--- src/rtl/uart_tx_parity_pkg.sv ---
// Shared UART definitions: state encoding, frame bit levels and parity helper.
// Used by the Tx path here and by the Rx parity checker.
package uart_tx_parity_pkg;

    localparam int UART_DATA_WIDTH = 8;

    localparam logic [2:0] IDLE   = 3'd0;
    localparam logic [2:0] START  = 3'd1;
    localparam logic [2:0] DATA   = 3'd2;
    localparam logic [2:0] PARITY = 3'd3;
    localparam logic [2:0] STOP   = 3'd4;

    typedef enum logic [2:0] {
        ST_IDLE   = IDLE,
        ST_START  = START,
        ST_DATA   = DATA,
        ST_PARITY = PARITY,
        ST_STOP   = STOP
    } tx_state_t;

    localparam logic START_BIT = 1'b0;
    localparam logic STOP_BIT  = 1'b1;

    // Wide input so any word width up to 64 can be zero-extended in; padding zeros keep parity.
    function automatic logic even_parity(input logic [63:0] data);
        return ^data;
    endfunction

endpackage

--- src/rtl/uart_tx_parity_baud_counter.sv ---
// Bit-period timer: counts 0..CLKS_PER_BIT-1 while enabled, pulses bit_done on the last count.
// One-cycle-registered count, bit_done is decoded from it; clear holds the count at zero.
module baud_counter #(
    parameter int CLKS_PER_BIT = 16
) (
    input  logic clk,
    input  logic reset,
    input  logic clear,
    output logic bit_done
);

    localparam int CW = (CLKS_PER_BIT > 1) ? $clog2(CLKS_PER_BIT) : 1;
    localparam logic [CW-1:0] LAST = CW'(CLKS_PER_BIT - 1);

    logic [CW-1:0] count;

    always_ff @(posedge clk) begin
        if (reset || clear) begin
            count <= '0;
        end else if (count == LAST) begin
            count <= '0;
        end else begin
            count <= count + 1'b1;
        end
    end

    assign bit_done = !clear && (count == LAST);

endmodule

--- src/rtl/uart_tx_parity.sv ---
// UART transmitter: start, LSB-first data, even parity, one stop bit; first bit one cycle after accept.
// Accepts only when tx_ready is high; tx_start while busy is dropped, nothing is queued.
module uart_tx_parity
    import uart_tx_parity_pkg::*;
#(
    parameter int INPUT_DATA_WIDTH = UART_DATA_WIDTH,
    parameter int CLKS_PER_BIT     = 16
) (
    input  logic                        clk,
    input  logic                        reset,
    input  logic [INPUT_DATA_WIDTH-1:0] tx_data,
    input  logic                        tx_start,
    output logic                        tx_ready,
    output logic                        serial_out,
    output logic                        is_parity_stage
);

    localparam int W   = INPUT_DATA_WIDTH;
    localparam int BCW = (W > 1) ? $clog2(W) : 1;
    localparam logic [BCW-1:0] LAST_BIT = BCW'(W - 1);

    tx_state_t      state;
    logic [W-1:0]   shift_reg;
    logic [BCW-1:0] bit_cnt;
    logic           parity_value;
    logic           bit_done;
    logic           baud_clear;

    // Timer is held at zero while idle so the start bit gets a full period from the accept.
    assign baud_clear = (state == ST_IDLE);

    baud_counter #(
        .CLKS_PER_BIT(CLKS_PER_BIT)
    ) u_baud (
        .clk     (clk),
        .reset   (reset),
        .clear   (baud_clear),
        .bit_done(bit_done)
    );

    always_ff @(posedge clk) begin
        if (reset) begin
            state           <= ST_IDLE;
            shift_reg       <= '0;
            bit_cnt         <= '0;
            parity_value    <= 1'b0;
            serial_out      <= STOP_BIT;
            tx_ready        <= 1'b1;
            is_parity_stage <= 1'b0;
        end else begin
            case (state)
                ST_IDLE: begin
                    if (tx_start) begin
                        shift_reg    <= tx_data;
                        parity_value <= even_parity(64'(tx_data));
                        serial_out   <= START_BIT;
                        tx_ready     <= 1'b0;
                        state        <= ST_START;
                    end
                end
                ST_START: begin
                    if (bit_done) begin
                        serial_out <= shift_reg[0];
                        shift_reg  <= shift_reg >> 1;
                        bit_cnt    <= '0;
                        state      <= ST_DATA;
                    end
                end
                ST_DATA: begin
                    if (bit_done) begin
                        if (bit_cnt == LAST_BIT) begin
                            bit_cnt         <= '0;
                            serial_out      <= parity_value;
                            is_parity_stage <= 1'b1;
                            state           <= ST_PARITY;
                        end else begin
                            bit_cnt    <= bit_cnt + 1'b1;
                            serial_out <= shift_reg[0];
                            shift_reg  <= shift_reg >> 1;
                        end
                    end
                end
                ST_PARITY: begin
                    if (bit_done) begin
                        serial_out      <= STOP_BIT;
                        is_parity_stage <= 1'b0;
                        state           <= ST_STOP;
                    end
                end
                ST_STOP: begin
                    if (bit_done) begin
                        tx_ready <= 1'b1;
                        state    <= ST_IDLE;
                    end
                end
                default: begin
                    serial_out      <= STOP_BIT;
                    tx_ready        <= 1'b1;
                    is_parity_stage <= 1'b0;
                    state           <= ST_IDLE;
                end
            endcase
        end
    end

endmodule
--- config.mk ---
export PLATFORM = sky130hd
export DESIGN_NAME = uart_tx_parity
export DESIGN_NICKNAME = d
export VERILOG_FILES = /design/src/rtl/uart_tx_parity_pkg.sv /design/src/rtl/uart_tx_parity_baud_counter.sv /design/src/rtl/uart_tx_parity.sv
export SDC_FILE = /design/constraint.sdc
export NUM_CORES = 1
export LEC_CHECK = 0
export CAP_MARGIN = 0
export CORE_ASPECT_RATIO = 1.2
export CORE_UTILIZATION = 30
export CTS_BUF_LIST = sky130_fd_sc_hd__clkbuf_4 sky130_fd_sc_hd__clkbuf_8 sky130_fd_sc_hd__clkbuf_16
export CTS_CLUSTER_DIAMETER = 60
export DETAILED_ROUTE_END_ITERATION = 8
export GPL_TIMING_DRIVEN = 0
export HOLD_SLACK_MARGIN = 0.12
export SLEW_MARGIN = 10
export SYNTH_ARGS = -nofsm -noshare
export SYNTH_HDL_FRONTEND = slang
export SYNTH_SLANG_ARGS = --single-unit
--- constraint.sdc ---
create_clock -name clk -period 4.04 [get_ports clk]
set_input_delay 0.404 -clock clk [delete_from_list [all_inputs] [get_ports clk]]
set_output_delay 0.404 -clock clk [all_outputs]
set_load 0.005 [all_outputs]
==> metrics.txt, run 1 <==
syn_nets between 100 and 150; CTS Buf Count 3; CTS H-Tree Depth 1; routed wire length between 2 and 3 mm; Post-route DRC 0; clock skew just under 0.005 ns; Vias per Instance slightly above 5; CP startpoint kind flop; dpl hpwl 1.91 mm; DIE AREA slightly above 0.004 mm^2; Hold/Removal Path Class reg -> reg; Mapped Cells 126; max reg flops 8; Avg Inst Size Synth a little over 9 um^2; CP Cell Sequence ha_1 > nand4b_1 > a21oi_2 > buf_2 > a21oi_1 > a311oi_1; register area share after synthesis 38.1%; gp weighted congestion about 0.80; Max Buffers Root-to-Sink 2; IO Port Bufs 12; placed cell areas roughly 0.0013 mm^2; vias in the first global route about 970; minimum clock period approximately 2.0 ns; setup bufs post-CTS 0; clk_lat worst skew 0.27 ns; total track usage between 10% and 20%; pin count of the biggest net entering global routing 14; row count 24; Worst-path clk slew about 0.09 ns; initial antenna violation count 0; CP arrival about 2.1 ns; io pins 14; CP Max Fanout 10; global-route wire length before repair approximately 4.5 mm; Tcrit/Tclk final between 40% and 50%; FMAX 511 MHz; Largest stage delay, worst path ~0.37 ns; endpoints failing hold 0; Die Height approximately 70 um; n_diodes 0; GRT overflow 0; Buf/Inv on CP 1; Slew HR 71.6%; CP max-delay cell dfxtp_1; Nets 158; post-CTS sizing 0; DR WL/cell around 13 um; CP top delay family compound AO/OA/AOI/OAI gates; power per cell area 369 mW/mm^2; synthesized area ~0.0012 mm^2; Total Neg Setup Slack 0 ns; multi-input logic area 642 um^2; die width roughly 59 um; Starting Density roughly a third; clock root buffer clkbuf_8; RSZ-0062 raised after global routing false; Max VDD drop ~0.00023 V; Max Slew Vio Count 0; FF+latch count, synth 22; status complete, no violations; Filler Cell Count slightly below 400; count of cell types in the netlist 34; leakage 0.529 nW; Final Cell Area 0.00141 mm^2; Worst Tran Pin Value approximately 0.43 ns; # clock sinks 22; number of max-cap violations 0; ratio of cells with drive above 1 in the final layout roughly a tenth; final setup vio count 0; DR iter-0 viols 42; CTS tree built; Post-CTS Hold Buffers 0; antenna-violating nets left 0; WS Path Type reg -> reg; Area Growth Syn to Fin 22.2%; register area around 440 um^2; DR vias 989; synthesis warning total 0; Pre-antenna DRT Iters 4; endpoint type of the worst setup path flop; Critical Path RT between 4 and 5 ns; CORE AREA 0.00366 mm^2
## cell families after synthesis
kind of cell,share of synthesized area [%]
XOR/XNOR,8.32
buffers and inverters,6.49
adder cells (fa/ha/maj),4.32
multiplexers,7.78
flip-flops,38.1
AND/OR/NAND/NOR,13.2
AO/OA/AOI/OAI,21.8
## per-stage QoR
step / setup WS, ns / power (W) / hold slack (ns) / util (%) / std cells
6_report: 2.08 / 0.000522 / 0.461 / 38.6 / 194
5_1_grt: 1.87 / 0.000548 / 0.488 / 38.6 / 194
4_1_cts: 2.10 / 0.000530 / 0.462 / 38.6 / 194
3_5_place_dp: 2.06 / 0.000318 / 0.446 / 36.6 / 190
3_3_place_gp: 2.15 / 0.000316 / 0.437 / 36.6 / 190
2_1_floorplan: 2.42 / 0.000291 / 0.418 / - / 126
## final cells by class
| type | instances | share of cell area (%) |
|---|---|---|
| Multi-Input combinational cell | 90 | 45.4 |
| Tap cell | 52 | 4.60 |
| Sequential cell | 22 | 31.2 |
| Inverter | 6 | 1.59 |
| Clock inverter | 1 | 2.12 |
| Buffer | 8 | 3.72 |
| Clock buffer | 3 | 2.92 |
| Timing Repair Buffer | 12 | 8.50 |
## synth_stat cells
master,count,area [um^2]
o311ai_0,1,8.76
nand4b_1,1,8.76
and3_4,1,11.3
a311o_4,1,20.0
or3_2,1,7.51
mux2i_1,9,90.1
nor2b_1,1,6.26
a21oi_1,17,85.1
and2_1,1,6.26
a41oi_1,1,8.76
ha_1,4,50.1
buf_2,3,15.0
buf_4,3,22.5
dfxtp_1,22,440
nand3_1,7,35.0
inv_1,6,22.5
and3_1,1,6.26
buf_6,1,11.3
o21a_1,1,7.51
a21oi_2,1,8.76
or2_1,1,6.26
a21boi_0,1,7.51
clkbuf_1,1,3.75
nand2_1,1,3.75
a311oi_1,8,70.1
xor2_1,1,8.76
o22ai_1,1,6.26
and4_1,1,8.76
nor2_1,7,26.3
nor3_1,4,20.0
xnor2_1,10,87.6
o21ai_1,1,5.00
nor4_1,1,6.26
o21ai_0,5,25.0
## where the power goes
part,internal (W),switching [W],leakage (nW)
combinational,0.0000400,0.0000385,0.313
clock,0.000132,0.0000761,0.0357
sequential,0.000229,0.00000631,0.180
## routing by layer
metal | wire length [um] | GRT usage (%)
met2 | 1300 | 24.0
met1 | 1180 | 18.5
met5 | 0 | 0
met3 | 107 | 4.44
met4 | 21 | 3.17
## layout by cell type, fill, tap and decap left out, types with 3 or more instances in the layout
master            n
buf_2             3
buf_4             3
mux2i_1           9
ha_1              4
xnor2_1          10
nor3_1            4
a21oi_1          17
clkdlybuf4s50_1  12
nor2_1            7
a311oi_1          8
o21ai_0           5
nand3_1           7
inv_1             6
clkbuf_8          3
dfxtp_1          22
## path summary, 6_finish.rpt
kind | startpoint | to | slack, ns | depth (start not counted)
min | u_baud.count[0]$_SDFF_PP0_ | u_baud.count[0]$_SDFF_PP0_ | 0.46 | 1
min reg2reg | u_baud.count[0]$_SDFF_PP0_ | u_baud.count[0]$_SDFF_PP0_ | 0.46 | 1
max | u_baud.count[0]$_SDFF_PP0_ | shift_reg[6]$_SDFFE_PP0P_ | 2.08 | 6
max reg2reg | u_baud.count[0]$_SDFF_PP0_ | shift_reg[6]$_SDFFE_PP0P_ | 2.08 | 6
Note: power is estimated with default switching activity, not from simulation.
==> run 2, diff against run 1 <==
- clock period: 4.04 -> 1.9 ns (I/O delays scaled with it)
==> metrics.txt, run 2 (same netlist as run 1, synthesis figures left out) <==
Starting Density a little under a third; Most common cell on crit path ha_1; CP Max Fanout 10; multi-input logic area about 660 um^2; power per cell area between 700 and 800 mW/mm^2; CP Cell Sequence ha_1 > ha_1 > inv_1 > a311o_4 > buf_6 > a21oi_1 > a311oi_2; Final Core Density around two fifths; CTS H-Tree Depth 1; Vias per Instance roughly 5.1; Largest stage delay, worst path roughly 0.42 ns; CP startpoint kind flop; DR iter-0 viols 15; total track usage between 10 and 15%; CP arrival between 1.5 and 2 ns; die width just under 60 um; pre-CTS setup slack -0.00251 ns; clk_lat worst skew ~0.27 ns; leakage 0.535 nW; dpl hpwl around 1.9 mm; endpoints failing hold 0; minimum clock period approximately 1.8 ns; gp weighted congestion 0.804; CTS Buf Count 3; CORE AREA 0.00366 mm^2; Buf/Inv on CP 2; number of max-cap violations 0; io pins 14; WS Path Type reg -> reg; commonest non-fill, non-tap cells in the layout dfxtp_1, a21oi_1, clkdlybuf4s50_1; Filler Cell Count between 300 and 400; Nets around 160; critical path depth 7; Total Neg Setup Slack 0 ns; Hold/Removal Path Class in -> reg; commonest non-fill, non-tap cell in the layout dfxtp_1; Tcrit/Tclk final about 93%; routed wire length approximately 2.6 mm; final setup vio count 0; DIE AREA slightly above 0.004 mm^2; R2R depth 7; Max Buffers Root-to-Sink 2; global-route wire length before repair roughly 4.5 mm; RSZ-0062 raised after global routing false; endpoint type of the worst setup path flop; Max Slew Vio Count 0; vias in the first global route between 900 and 1,000; CTS tree built; IO Port Bufs 12; Post-route DRC 0; row count 24; CP top delay family compound AO/OA/AOI/OAI gates; DR WL/cell 13.4 um; Critical Path RT 2.04 ns; Pre-antenna DRT Iters 4; worst hold margin 0.394 ns; pin count of the biggest net entering global routing 14; clock skew between 0.005 and 0.006 ns; max reg flops 8; CP max-delay cell a311o_4; initial antenna violation count 0; status complete, no violations; Overall Power 0.00112 W; Worst-path clk slew ~0.09 ns; Max VDD drop 0.000492 V; register area approximately 440 um^2; fin worst setup slack 0.130 ns; n_diodes 0; Die Height between 70 and 80 um; GRT overflow 0; DR vias ~1,000; FMAX around 570 MHz; antenna-violating nets left 0; clock root buffer clkbuf_8; Slew HR a little over 70%; # clock sinks 22; ratio of cells with drive above 1 in the final layout approximately an eighth; Post-CTS Hold Buffers 0; Worst Tran Pin Value 0.440 ns; Area Growth Syn to Fin 24.4%; WHS Path Cells 2
[run 2: cell count changes in the layout (fill, tap and decap cells not counted), sizes merged]
| cell | before | now |
|---|---|---|
| clkbuf | 4 | 5 |
[run 2: path summary, 6_finish.rpt]
kind                                endpoint                        from  slack, ns
setup / recovery   shift_reg[6]$_SDFFE_PP0P_     bit_cnt[0]$_SDFFE_PP0P_       0.13
hold reg to reg   u_baud.count[0]$_SDFF_PP0_  u_baud.count[0]$_SDFF_PP0_       0.47
setup reg to reg   shift_reg[6]$_SDFFE_PP0P_     bit_cnt[0]$_SDFFE_PP0P_       0.13
hold / removal     shift_reg[1]$_SDFFE_PP0P_                       reset       0.39
[run 2: cell type report]
cell class / count / share of cell area [%]
Buffer: 8 / 3.82
Clock buffer: 3 / 2.87
Clock inverter: 1 / 2.09
Inverter: 6 / 1.56
Multi-Input combinational cell: 90 / 45.7
Sequential cell: 22 / 30.6
Tap cell: 52 / 4.52
Timing Repair Buffer: 13 / 8.86
[run 2: report_power, final]
group | internal [W] | switching, W | total (W)
clock | 0.000282 | 0.000162 | 0.000443
combinational | 0.0000898 | 0.0000842 | 0.000174
sequential | 0.000486 | 0.0000136 | 0.000500
total | 0.000858 | 0.000259 | 0.00112
[run 2: timing repair]
item / CTS / global route
setup endpoints to repair: 1 / 3
buffers inserted: 0 / 1
gates resized for setup: 1 / 3
pin swaps: 0 / 1
[run 2: metal layers]
metal	vias to the layer above	track usage, %	wire length, um
met2	20	24.3	1310
li1	495	-	-
met4	0	3.17	21
met5	-	0	0
met1	479	17.9	1200
met3	2	4.44	83
[run 2: through the flow]
stage	cell area [um^2]	std cells
detailed placement	1340	190
global route	1440	195
floorplan	1160	126
finish	1440	195
global placement	1340	190
CTS	1420	194
==> run 3, diff against run 2 <==
- CTS_CLUSTER_DIAMETER: 60 -> not set
==> results of run 3 <==
The final DEF is identical to that of run 2; final timing and power are the same.
